`config.mk`:
```
export PLATFORM = sky130hd
export DESIGN_NAME = dcd_scan_vars_flat
export DESIGN_NICKNAME = d
export VERILOG_FILES = /design/src/rtl/dcd_scan_vars_if.sv /design/src/rtl/dcd_scan_vars.sv /design/src/flat_wrapper.sv
export SDC_FILE = /design/constraint.sdc
export NUM_CORES = 1
export LEC_CHECK = 0
export CAP_MARGIN = 20
export CORE_MARGIN = 8
export CORE_UTILIZATION = 60
export CTS_CLUSTER_DIAMETER = 100
export CTS_CLUSTER_SIZE = 28
export DETAILED_ROUTE_END_ITERATION = 10
export DONT_BUFFER_PORTS = 1
export HOLD_SLACK_MARGIN = 0.03
export MAX_ROUTING_LAYER = met4
export PLACE_DENSITY = 0.76
export SLEW_MARGIN = 20
export SYNTH_ARGS = -nofsm -noshare
export SYNTH_HDL_FRONTEND = slang
export SYNTH_SLANG_ARGS = --single-unit
```
`constraint.sdc`:
```
create_clock -name clk -period 5.2 [get_ports clk]
set_input_delay 0.52 -clock clk [delete_from_list [all_inputs] [get_ports clk]]
set_output_delay 0.52 -clock clk [all_outputs]
set_load 0.02 [all_outputs]
```
`src/rtl/dcd_scan_vars_if.sv`:
```
// Request/result bundle for the chunked free-variable scanner.
// The requester drives start/mode/value/abort/ack; the scanner returns the result.
interface dcd_scan_vars_if #(
    parameter int NUM_VARS = 32,
    parameter int WIDTH    = 3,
    parameter int IDX_W    = $clog2(NUM_VARS)
);
    logic                      start_i;
    logic                      mode_i;
    logic [NUM_VARS*WIDTH-1:0] value_i;
    logic                      abort_i;
    logic                      ack_i;
    logic                      busy_o;
    logic                      valid_o;
    logic                      found_o;
    logic [IDX_W-1:0]          index_o;
    logic [NUM_VARS-1:0]       onehot_o;

    modport master (
        output start_i, mode_i, value_i, abort_i, ack_i,
        input  busy_o, valid_o, found_o, index_o, onehot_o
    );

    modport slave (
        input  start_i, mode_i, value_i, abort_i, ack_i,
        output busy_o, valid_o, found_o, index_o, onehot_o
    );
endinterface

```
`src/rtl/dcd_scan_vars.sv`:
```
// Multi-cycle decision finder: scans CHUNK variables per clock for the next
// free variable, first-free or round-robin after the last accepted decision.
module dcd_scan_vars #(
    parameter int NUM_VARS = 32,
    parameter int WIDTH    = 3,
    parameter int CHUNK    = 8,
    parameter int IDX_W    = $clog2(NUM_VARS)
) (
    input logic           clk,
    input logic           rst_n,
    dcd_scan_vars_if.slave bus
);
    localparam int NCH = NUM_VARS / CHUNK;
    localparam int SW  = $clog2(NCH + 1);
    localparam int CW  = (NCH > 1) ? $clog2(NCH) : 1;
    localparam int CB  = $clog2(CHUNK);

    typedef enum logic [1:0] {IDLE, SCAN, DONE} state_e;

    state_e              state_q, state_d;
    logic [NUM_VARS-1:0] free_q, free_d, free_in;
    logic [NUM_VARS-1:0] onehot_q, onehot_d;
    logic                mode_q, mode_d;
    logic [SW-1:0]       step_q, step_d;
    logic [IDX_W-1:0]    last_q, last_d;
    logic [IDX_W-1:0]    index_q, index_d;
    logic                valid_q, valid_d;
    logic                found_q, found_d;

    logic [CW-1:0]       c0;
    logic [SW:0]         csum;
    logic [CW-1:0]       chunk;
    logic [CHUNK-1:0]    cand;
    logic                hit;
    logic [IDX_W-1:0]    hit_idx;
    logic                last_step;
    logic                mask_lo, mask_hi;
    logic                unused_value;

    function automatic logic [IDX_W-1:0] var_idx(input logic [CW-1:0] c,
                                                 input int j);
        return IDX_W'(int'(c) * CHUNK + j);
    endfunction

    // Only the two-bit value code matters; the upper bits are don't-care.
    assign unused_value = ^bus.value_i;

    always_comb begin
        free_in = '0;
        for (int k = 0; k < NUM_VARS; k++) begin
            free_in[k] = (bus.value_i[k*WIDTH +: 2] == 2'b00);
        end
    end

    assign c0 = CW'(last_q >> CB);

    // Round-robin walks chunks c0, c0+1, ... wrapping once back onto c0.
    always_comb begin
        csum = (SW+1)'(c0) + (SW+1)'(step_q);
        if (csum >= (SW+1)'(NCH)) begin
            csum = csum - (SW+1)'(NCH);
        end
        chunk = mode_q ? CW'(csum) : CW'(step_q);
    end

    assign mask_lo   = mode_q && (step_q == '0);
    assign mask_hi   = mode_q && (step_q == SW'(NCH));
    assign last_step = mode_q ? (step_q == SW'(NCH))
                              : (step_q == SW'(NCH - 1));

    always_comb begin
        cand    = '0;
        hit_idx = '0;
        for (int j = 0; j < CHUNK; j++) begin
            cand[j] = free_q[var_idx(chunk, j)]
                   && !(mask_lo && (var_idx(chunk, j) <= last_q))
                   && !(mask_hi && (var_idx(chunk, j) > last_q));
        end
        for (int j = CHUNK - 1; j >= 0; j--) begin
            if (cand[j]) begin
                hit_idx = var_idx(chunk, j);
            end
        end
    end

    assign hit = |cand;

    always_comb begin
        state_d  = state_q;
        free_d   = free_q;
        mode_d   = mode_q;
        step_d   = step_q;
        last_d   = last_q;
        valid_d  = valid_q;
        found_d  = found_q;
        index_d  = index_q;
        onehot_d = onehot_q;
        if (bus.abort_i) begin
            state_d  = IDLE;
            valid_d  = 1'b0;
            found_d  = 1'b0;
            index_d  = '0;
            onehot_d = '0;
        end else begin
            unique case (state_q)
                IDLE: begin
                    if (bus.start_i) begin
                        free_d  = free_in;
                        mode_d  = bus.mode_i;
                        step_d  = '0;
                        state_d = SCAN;
                    end
                end
                SCAN: begin
                    if (hit) begin
                        valid_d  = 1'b1;
                        found_d  = 1'b1;
                        index_d  = hit_idx;
                        onehot_d = NUM_VARS'(1) << hit_idx;
                        state_d  = DONE;
                    end else if (last_step) begin
                        valid_d = 1'b1;
                        state_d = DONE;
                    end else begin
                        step_d = step_q + SW'(1);
                    end
                end
                DONE: begin
                    if (bus.ack_i) begin
                        if (found_q) begin
                            last_d = index_q;
                        end
                        valid_d  = 1'b0;
                        found_d  = 1'b0;
                        index_d  = '0;
                        onehot_d = '0;
                        state_d  = IDLE;
                    end
                end
                default: state_d = IDLE;
            endcase
        end
    end

    always_ff @(posedge clk or negedge rst_n) begin
        if (!rst_n) begin
            state_q  <= IDLE;
            free_q   <= '0;
            mode_q   <= 1'b0;
            step_q   <= '0;
            last_q   <= IDX_W'(NUM_VARS - 1);
            valid_q  <= 1'b0;
            found_q  <= 1'b0;
            index_q  <= '0;
            onehot_q <= '0;
        end else begin
            state_q  <= state_d;
            free_q   <= free_d;
            mode_q   <= mode_d;
            step_q   <= step_d;
            last_q   <= last_d;
            valid_q  <= valid_d;
            found_q  <= found_d;
            index_q  <= index_d;
            onehot_q <= onehot_d;
        end
    end

    assign bus.busy_o   = (state_q != IDLE);
    assign bus.valid_o  = valid_q;
    assign bus.found_o  = found_q;
    assign bus.index_o  = index_q;
    assign bus.onehot_o = onehot_q;
endmodule

```
`src/flat_wrapper.sv`:
```
// flat-port wrapper written by rule: the top's interface ports become plain ports
module dcd_scan_vars_flat 
#(
    parameter int NUM_VARS = 32,
    parameter int WIDTH    = 3,
    parameter int CHUNK    = 8,
    parameter int IDX_W    = $clog2(NUM_VARS)
)
  (clk, rst_n, bus_start_i, bus_mode_i, bus_value_i, bus_abort_i, bus_ack_i, bus_busy_o, bus_valid_o, bus_found_o, bus_index_o, bus_onehot_o);
  dcd_scan_vars_if #(.NUM_VARS(NUM_VARS), .WIDTH(WIDTH), .IDX_W(IDX_W)) bus_i ();
  input logic clk;
  input logic rst_n;
  input wire logic [$bits(bus_i.start_i)-1:0] bus_start_i;
  input wire logic [$bits(bus_i.mode_i)-1:0] bus_mode_i;
  input wire logic [$bits(bus_i.value_i)-1:0] bus_value_i;
  input wire logic [$bits(bus_i.abort_i)-1:0] bus_abort_i;
  input wire logic [$bits(bus_i.ack_i)-1:0] bus_ack_i;
  output wire logic [$bits(bus_i.busy_o)-1:0] bus_busy_o;
  output wire logic [$bits(bus_i.valid_o)-1:0] bus_valid_o;
  output wire logic [$bits(bus_i.found_o)-1:0] bus_found_o;
  output wire logic [$bits(bus_i.index_o)-1:0] bus_index_o;
  output wire logic [$bits(bus_i.onehot_o)-1:0] bus_onehot_o;
  assign bus_i.start_i = bus_start_i;
  assign bus_i.mode_i = bus_mode_i;
  assign bus_i.value_i = bus_value_i;
  assign bus_i.abort_i = bus_abort_i;
  assign bus_i.ack_i = bus_ack_i;
  assign bus_busy_o = bus_i.busy_o;
  assign bus_valid_o = bus_i.valid_o;
  assign bus_found_o = bus_i.found_o;
  assign bus_index_o = bus_i.index_o;
  assign bus_onehot_o = bus_i.onehot_o;
  dcd_scan_vars #(.NUM_VARS(NUM_VARS), .WIDTH(WIDTH), .CHUNK(CHUNK), .IDX_W(IDX_W)) u_core (.clk(clk), .rst_n(rst_n), .bus(bus_i));
endmodule
```
==> flow_metrics.py, run 1 <==
metrics = {
    "status": {
        "outcome": "completed",
    },
    "die": {
        "coreArea_um2": 7176,
        "die_w_um": 101.7,
        "ios": 142,
        "rows": 31,
        "start_util_pct": 61.41,
        "die_h_um": 101.7,
        "dieArea_um2": 10340,
    },
    "job": {
        "timing.max_cap.violations": 0,
    },
    "drt": {
        "ant_nets": 0,
        "wirelength_um": 10290,
        "drc": 0,
        "dr.first_iter.drc_count": 103,
        "vias_per_cell": 6.445,
        "dr_total_vias": 3390,
        "firstDrtPassIters": 4,
        "wl_per_cell_um": 19.56,
    },
    "synth": {
        "yosysTopAreaCell": "dfrtp_1",
        "ys_seq_area_share_pct": 46.71,
        "synth_nets": 539,
        "synth_area_leaders": "dfrtp_1 44%, o31ai_1 5.5%, nand2_1 4.9%, o2bb2ai_1 4.0%, a22o_1 3.4%",
        "synth-async-reset-ratio_pct": 100.0,
        "synth_area_um2": 4407,
        "synth_edf_count": 0,
        "yosysWarnings": 0,
        "syn_avg_cell_area_um2": 10.25,
        "ys_ff_latch": 82,
        "synth_top_area_share_pct": 43.73,
        "yosys_most_used_dff": "dfrtp_1",
        "synth.distinct_cells": 62,
        "syn-instance-count": 430,
    },
    "sta": {
        "worst_pin_slew_ns": 0.7480,
        "timing.fmax_ghz": 0.2071,
        "drv_slew": 0,
        "finalHoldViolations": 0,
        "fin_ws_ns": 0.3703,
        "finClkSkew_ns": 0.01557,
        "rsz0062_at_grt": "false",
        "finalCritPeriodShare_pct": 92.88,
        "finalCriticalPeriod_ns": 4.830,
        "setup_violations": 0,
        "setup_tns_ns": 0,
        "maxSlewHeadroom_pct": 50.03,
    },
    "clocking": {
        "insertion_delay_ns": 0.36,
        "post-cts-setup-buffer-count": 0,
        "h-tree-depth": 3,
        "cts-root-buf": "clkbuf_8",
        "cts_buffers": 9,
        "path_clk_slew_ns": 0.10,
        "clk_path_buf_depth": 2,
        "cts_tree": "built",
        "clock_sinks": 82,
    },
    "layout": {
        "drive_gt1_share_pct": 13.82,
        "layout_commonest_cell": "dfrtp_1",
        "layout_common_cells": "77 x dfrtp_1, 58 x nand2_1, 32 x o31ai_1",
        "diodes": 0,
        "nNetsFinal": 531,
        "final_cells": 526,
        "area_growth_syn_to_layout_pct": 5.764,
    },
    "power": {
        "power_leakage_nw": 1.986,
        "power_density_nw_per_um2": 455.8,
        "vdd_drop_max_uv": 180.0,
    },
    "setup_path": {
        "crit_path_top_delay_cell": "dfstp_2",
        "crit_buf_inv": 2,
        "cp.arrival_ns": 5.12,
        "cp.required_ns": 5.49,
        "crit_chain": "ha_1 > xor2_2 > nand2_1 > nor2_1 > nor2_1 > inv_1 > ha_1 > a21oi_1 > a31oi_1 > nor2_1 > xnor2_1 > o221a_2 > a211oi_4 > nand3_4 > a221oi_4 > buf_4 > a22o_1",
        "cpMostUsedCell": "nor2_1",
        "critPathMaxFanout": 38,
        "cp_slowest_stage_delay_ns": 0.58,
        "crit_family": "compound AO/OA/AOI/OAI gates",
        "critPathCaptureType": "register",
        "criticalPathCategory": "register to register",
        "cp-start-kind": "register",
    },
    "placed_design": {
        "gp_congestion": 0.8612,
        "placed_cells": 509,
        "dp_hpwl_um": 7497,
        "dp_slack_ns": 0.5000,
        "placement.io_buffers": 0,
    },
    "grt": {
        "track_usage_pct": 21.21,
        "grt_pass1_wl_um": 16890,
        "grt-ovfl-total": 0,
        "antenna_found_initial": 0,
        "grt_max_degree": 83,
        "grt_pass1_vias": 3429,
    },
    "hold_path": {
        "min_path_type": "input port to async pin",
    },
}
==> per-stage QoR <==
stage / total power, mW / area (µm²) / util [%] / hold WS [ns]
finish: 2.124 / 4661 / 64.95 / 0.04720
floorplan: 1.491 / 4407 / - / 0.2244
detailed placement: 1.680 / 4451 / 62.02 / 0.2281
global placement: 1.659 / 4451 / 62.02 / 0.2280
CTS: 2.130 / 4661 / 64.95 / 0.06027
global route: 2.268 / 4661 / 64.95 / 0.07017
==> cells in the mapped netlist (8+ instances only) <==
cell type,instances
dfrtp_1,77
nand2_1,58
o31ai_1,32
nor2_1,24
o2bb2ai_1,20
a22o_1,17
clkbuf_1,15
a211oi_1,14
and3_1,14
nand3_1,10
mux2_2,9
xnor2_1,9
a21oi_1,8
inv_1,8
==> area by class of cell <==
class	count	area [µm²]
Tap cell	99	123.9
Timing Repair Buffer	8	80.08
Inverter	10	37.54
Multi-Input combinational cell	311	2178
Clock buffer	9	123.9
Clock inverter	7	58.81
Fill cell	580	2515
Sequential cell	82	2058
==> repair_timing <==
| action | 4_1_cts | 5_1_grt |
|---|---|---|
| hold buffers | 1 | 0 |
| endpoints found under the hold margin | 82 | 0 |
| gates resized for setup | 0 | 0 |
==> final timing paths <==
kind                                   startpoint                 endpoint  slack (ns)  cells after the start
worst min register to register  u_core.free_q[30]        u_core.free_q[30]        0.49                      2
worst max-delay path             u_core.last_q[3]  u_core.bus.onehot_o[16]        0.37                     17
min in group clk                      bus_abort_i        u_core.state_q[1]        0.21                      1
worst max register to register   u_core.last_q[3]  u_core.bus.onehot_o[16]        0.37                     17
worst min-delay path                        rst_n   u_core.bus.onehot_o[2]        0.05                      1
max in group asynchronous                   rst_n         u_core.last_q[2]        4.82                      1
==> logic make-up after synthesis <==
kind of cell / Yosys count / synth area share (%)
compound gates: 137 / 25.18
buf+inv: 37 / 4.117
mux: 16 / 4.174
flops: 82 / 46.71
simple gates: 141 / 15.67
xor+xnor: 10 / 2.158
fa+ha+maj: 7 / 1.987
==> metal layers <==
metal,GRT usage (%),share of wire (%),up-vias
li1,-,-,1606
met1,26.03,43,1650
met2,33.45,49,117
met3,3.643,5.5,17
met4,9.622,2.2,0
met5,-,0,-
==> flip-flops by register name, summed over array words and instances (netlist names) <==
| name | cells |
|---|---|
| u_core.mode_q | 1 |
| u_core.last_q | 5 |
| u_core.bus.found_o | 1 |
| u_core.bus.onehot_o | 32 |
| u_core.free_q | 32 |
| u_core.state_q | 2 |
| u_core.bus.index_o | 5 |
| u_core.bus.valid_o | 1 |
| u_core.step_q | 3 |
==> power by group <==
part | switching (mW) | internal (mW) | leakage [nW]
registers | 0.107 | 0.727 | 1.09
clock network | 0.250 | 0.182 | 0.0929
logic | 0.537 | 0.320 | 0.800
==> worst reg2reg max path: cells and delay by family (launching register included) <==
family | cells | cell delay, ns
AOI/OAI and AO/OA | 6 | 1.60
and+or+nand+nor | 5 | 0.70
xor gates and xnor gates | 2 | 0.64
adders and majority gates | 2 | 0.62
buffers and inverters | 2 | 0.62
DFF | 1 | 0.58
(Power assumes the default switching activity.)
==> run 2: changes to the inputs <==
- ABC_AREA: not set -> 1
- GPL_TIMING_DRIVEN: not set -> 0
==> run 2 against run 1 <==
Critical endpoint is now u_core.bus.onehot_o[1]. Synthesized cell count increased by 19%. Non-clock buffer count increased by 8. Critical path type unchanged. Register-to-register slack improved by 1.2 ns. Clock skew decreased by 0.0021 ns. Combinational power increased by 56%. Wire length increased by 2.2%.
==> flow_metrics.py, run 2 <==
metrics = {
    "grt": {
        "grt_pass1_vias": 3622,
        "track_usage_pct": 22.47,
        "grt_max_degree": 83,
        "grt_pass1_wl_um": 17560,
        "antenna_found_initial": 0,
        "grt-ovfl-total": 0,
    },
    "layout": {
        "diodes": 0,
        "area_growth_syn_to_layout_pct": 8.175,
        "drive_gt1_share_pct": 14.23,
        "layout_commonest_cell": "nand2_1",
        "nNetsFinal": 631,
        "layout_common_cells": "168 x nand2_1, 77 x dfrtp_1, 43 x nand3_1",
        "final_util_pct": 67.62,
        "design_area_um2": 4619,
        "final_cells": 623,
    },
    "drt": {
        "vias_per_cell": 5.592,
        "dr_total_vias": 3484,
        "ant_nets": 0,
        "drc": 0,
        "wirelength_um": 10520,
        "wl_per_cell_um": 16.88,
        "dr.first_iter.drc_count": 209,
        "firstDrtPassIters": 4,
    },
    "placed_design": {
        "placed_cells": 606,
        "dp_hpwl_um": 7919,
        "placed_area_um2": 4390,
        "dp_slack_ns": 1.656,
        "placement.io_buffers": 0,
        "gp_congestion": 0.8769,
    },
    "synth": {
        "synth.distinct_cells": 33,
        "ys_ff_latch": 82,
        "yosysWarnings": 0,
        "synth-async-reset-ratio_pct": 100.0,
        "synth_edf_count": 0,
        "synth_area_um2": 4270,
        "synth_area_leaders": "dfrtp_1 45%, nand2_1 15%, o31ai_1 5.6%, nand3_1 5.0%, inv_1 3.6%",
        "synth_top_area_share_pct": 45.12,
        "syn_avg_cell_area_um2": 8.373,
        "synth_most_common_cell": "nand2_1",
        "synth_nets": 619,
        "synth_common_cells": "168 x nand2_1, 77 x dfrtp_1, 43 x nand3_1",
        "yosysTopAreaCell": "dfrtp_1",
        "syn-instance-count": 510,
        "yosys_most_used_dff": "dfrtp_1",
        "ys_seq_area_share_pct": 48.20,
    },
    "power": {
        "switching_share_pct": 48.51,
        "vdd_drop_max_uv": 288.5,
        "power_density_nw_per_um2": 579.0,
        "switchingPower_mw": 1.297,
        "finalPower_mw": 2.675,
        "pwr-share-seq_pct": 32.4,
        "power_leakage_nw": 2.238,
        "internal_power_mw": 1.377,
        "power_frac_comb_pct": 50.0,
        "clockPowerShare_pct": 17.6,
    },
    "setup_path": {
        "cpMostUsedCell": "nand2_1",
        "crit-reg2reg-launch": "u_core.last_q[3]",
        "cp-start-kind": "register",
        "cp_slowest_stage_delay_ns": 0.58,
        "critPathCaptureType": "register",
        "crit_chain": "inv_1 > ha_1 > nand2_1 > nand2_4 > buf_6 > buf_6 > ha_1 > nand2_1 > nor2_1 > nand2_1 > inv_1 > nand2_1 > nand2_1 > nand2_1 > nand2_1 > nand3_2 > nand2_4 > nor2_1 > nand2_2 > nand3_2 > inv_1 > nand3_1 > nand2_1",
        "rrSetupSlack_ns": 1.56,
        "reg2reg_depth": 23,
        "crit_family": "simple AND/OR/NAND/NOR gates",
        "crit_buf_inv": 5,
        "critPathMaxFanout": 10,
        "cp.required_ns": 5.50,
        "rr_endpoint": "u_core.bus.onehot_o[1]",
        "cp.arrival_ns": 3.95,
        "criticalPathCategory": "register to register",
        "crit_path_top_delay_cell": "dfstp_2",
    },
    "sta": {
        "finClkSkew_ns": 0.01349,
        "setup_violations": 0,
        "worst_pin_slew_ns": 0.6150,
        "drv_slew": 0,
        "finalHoldViolations": 0,
        "maxSlewHeadroom_pct": 58.85,
        "rsz0062_at_grt": "false",
        "fin_ws_ns": 1.555,
        "finalCriticalPeriod_ns": 3.645,
        "setup_tns_ns": 0,
        "timing.fmax_ghz": 0.2744,
        "finalCritPeriodShare_pct": 70.09,
        "hold_ws_ns": 0.05812,
    },
    "clocking": {
        "insertion_delay_ns": 0.36,
        "h-tree-depth": 3,
        "path_clk_slew_ns": 0.09,
        "cts_tree": "built",
        "clock_sinks": 82,
        "cts-root-buf": "clkbuf_8",
        "post-cts-setup-buffer-count": 0,
        "clk_path_buf_depth": 2,
        "cts_buffers": 9,
    },
    "status": {
        "outcome": "completed",
    },
    "job": {
        "timing.max_cap.violations": 0,
    },
    "die": {
        "ios": 142,
        "rows": 30,
        "dieArea_um2": 10070,
        "start_util_pct": 62.51,
        "coreArea_um2": 6832,
        "die_w_um": 100.4,
        "die_h_um": 100.4,
    },
    "hold_path": {
        "min_path_type": "input port to async pin",
    },
}
[run 2: cell count changes in the layout (fill, tap and decap cells not counted), sizes merged, moves of 8 or more]
cell / delta
nand2: +122
nand3: +37
inv: +34
o2bb2ai: -20
o21ai: +18
a211oi: -17
a22o: -17
and3: -14
nand4: +12
mux2: -9
xnor2: -9
nor2: +8
o21bai: +8
[run 2: cell families after synthesis]
group                    count (synthesis)  synth area share [%]
AND/OR/NAND/NOR                        282                 31.44
flip-flops                              82                 48.20
AO/OA/AOI/OAI                           75                 11.40
buffers and inverters                   64                 6.914
adder cells (fa/ha/maj)                  7                 2.051
[run 2: area by class of cell]
type / instances / area [µm²]
Clock inverter: 7 / 77.57
Tap cell: 96 / 120.1
Buffer: 15 / 105.1
Inverter: 49 / 190.2
Clock buffer: 9 / 123.9
Fill cell: 599 / 2212
Timing Repair Buffer: 1 / 27.53
Multi-Input combinational cell: 364 / 1917
Sequential cell: 82 / 2058
[run 2: power groups by stage]
stage          Sequential [mW]  Clock [mW]  Combinational [mW]
2_1_floorplan            0.849           0                1.06
3_3_place_gp             0.877           0                1.28
3_5_place_dp             0.878           0                1.30
4_1_cts                  0.867       0.477                1.33
5_1_grt                  0.882       0.501                1.49
6_report                 0.867       0.471                1.34
[run 2: metal layers]
| layer | vias to the layer above | share of wire (%) | global-route usage (%) |
|---|---|---|---|
| met3 | 14 | 6.8 | 5.467 |
| met2 | 116 | 46 | 34.51 |
| li1 | 1705 | - | - |
| met5 | - | 0 | - |
| met1 | 1649 | 46 | 28.87 |
| met4 | 0 | 1.4 | 6.395 |
[run 2: worst max-delay path by stage]
stage / startpoint / endpoint / depth (start not counted)
after CTS: u_core.last_q[3] / u_core.bus.onehot_o[1] / 23
after global placement: u_core.last_q[3] / u_core.bus.onehot_o[24] / 25
after floorplan: u_core.last_q[3] / u_core.bus.onehot_o[16] / 25
after detailed placement: u_core.last_q[3] / u_core.bus.onehot_o[28] / 25
final: u_core.last_q[3] / u_core.bus.onehot_o[1] / 23
after global routing: u_core.last_q[3] / u_core.bus.onehot_o[1] / 23
[run 2: timing repair]
action | 4_1_cts | 5_1_grt
setup endpoints to repair | 0 | 0
hold endpoints to repair | 82 | 0
hold buffers | 1 | 0
gates resized for setup | 0 | 0
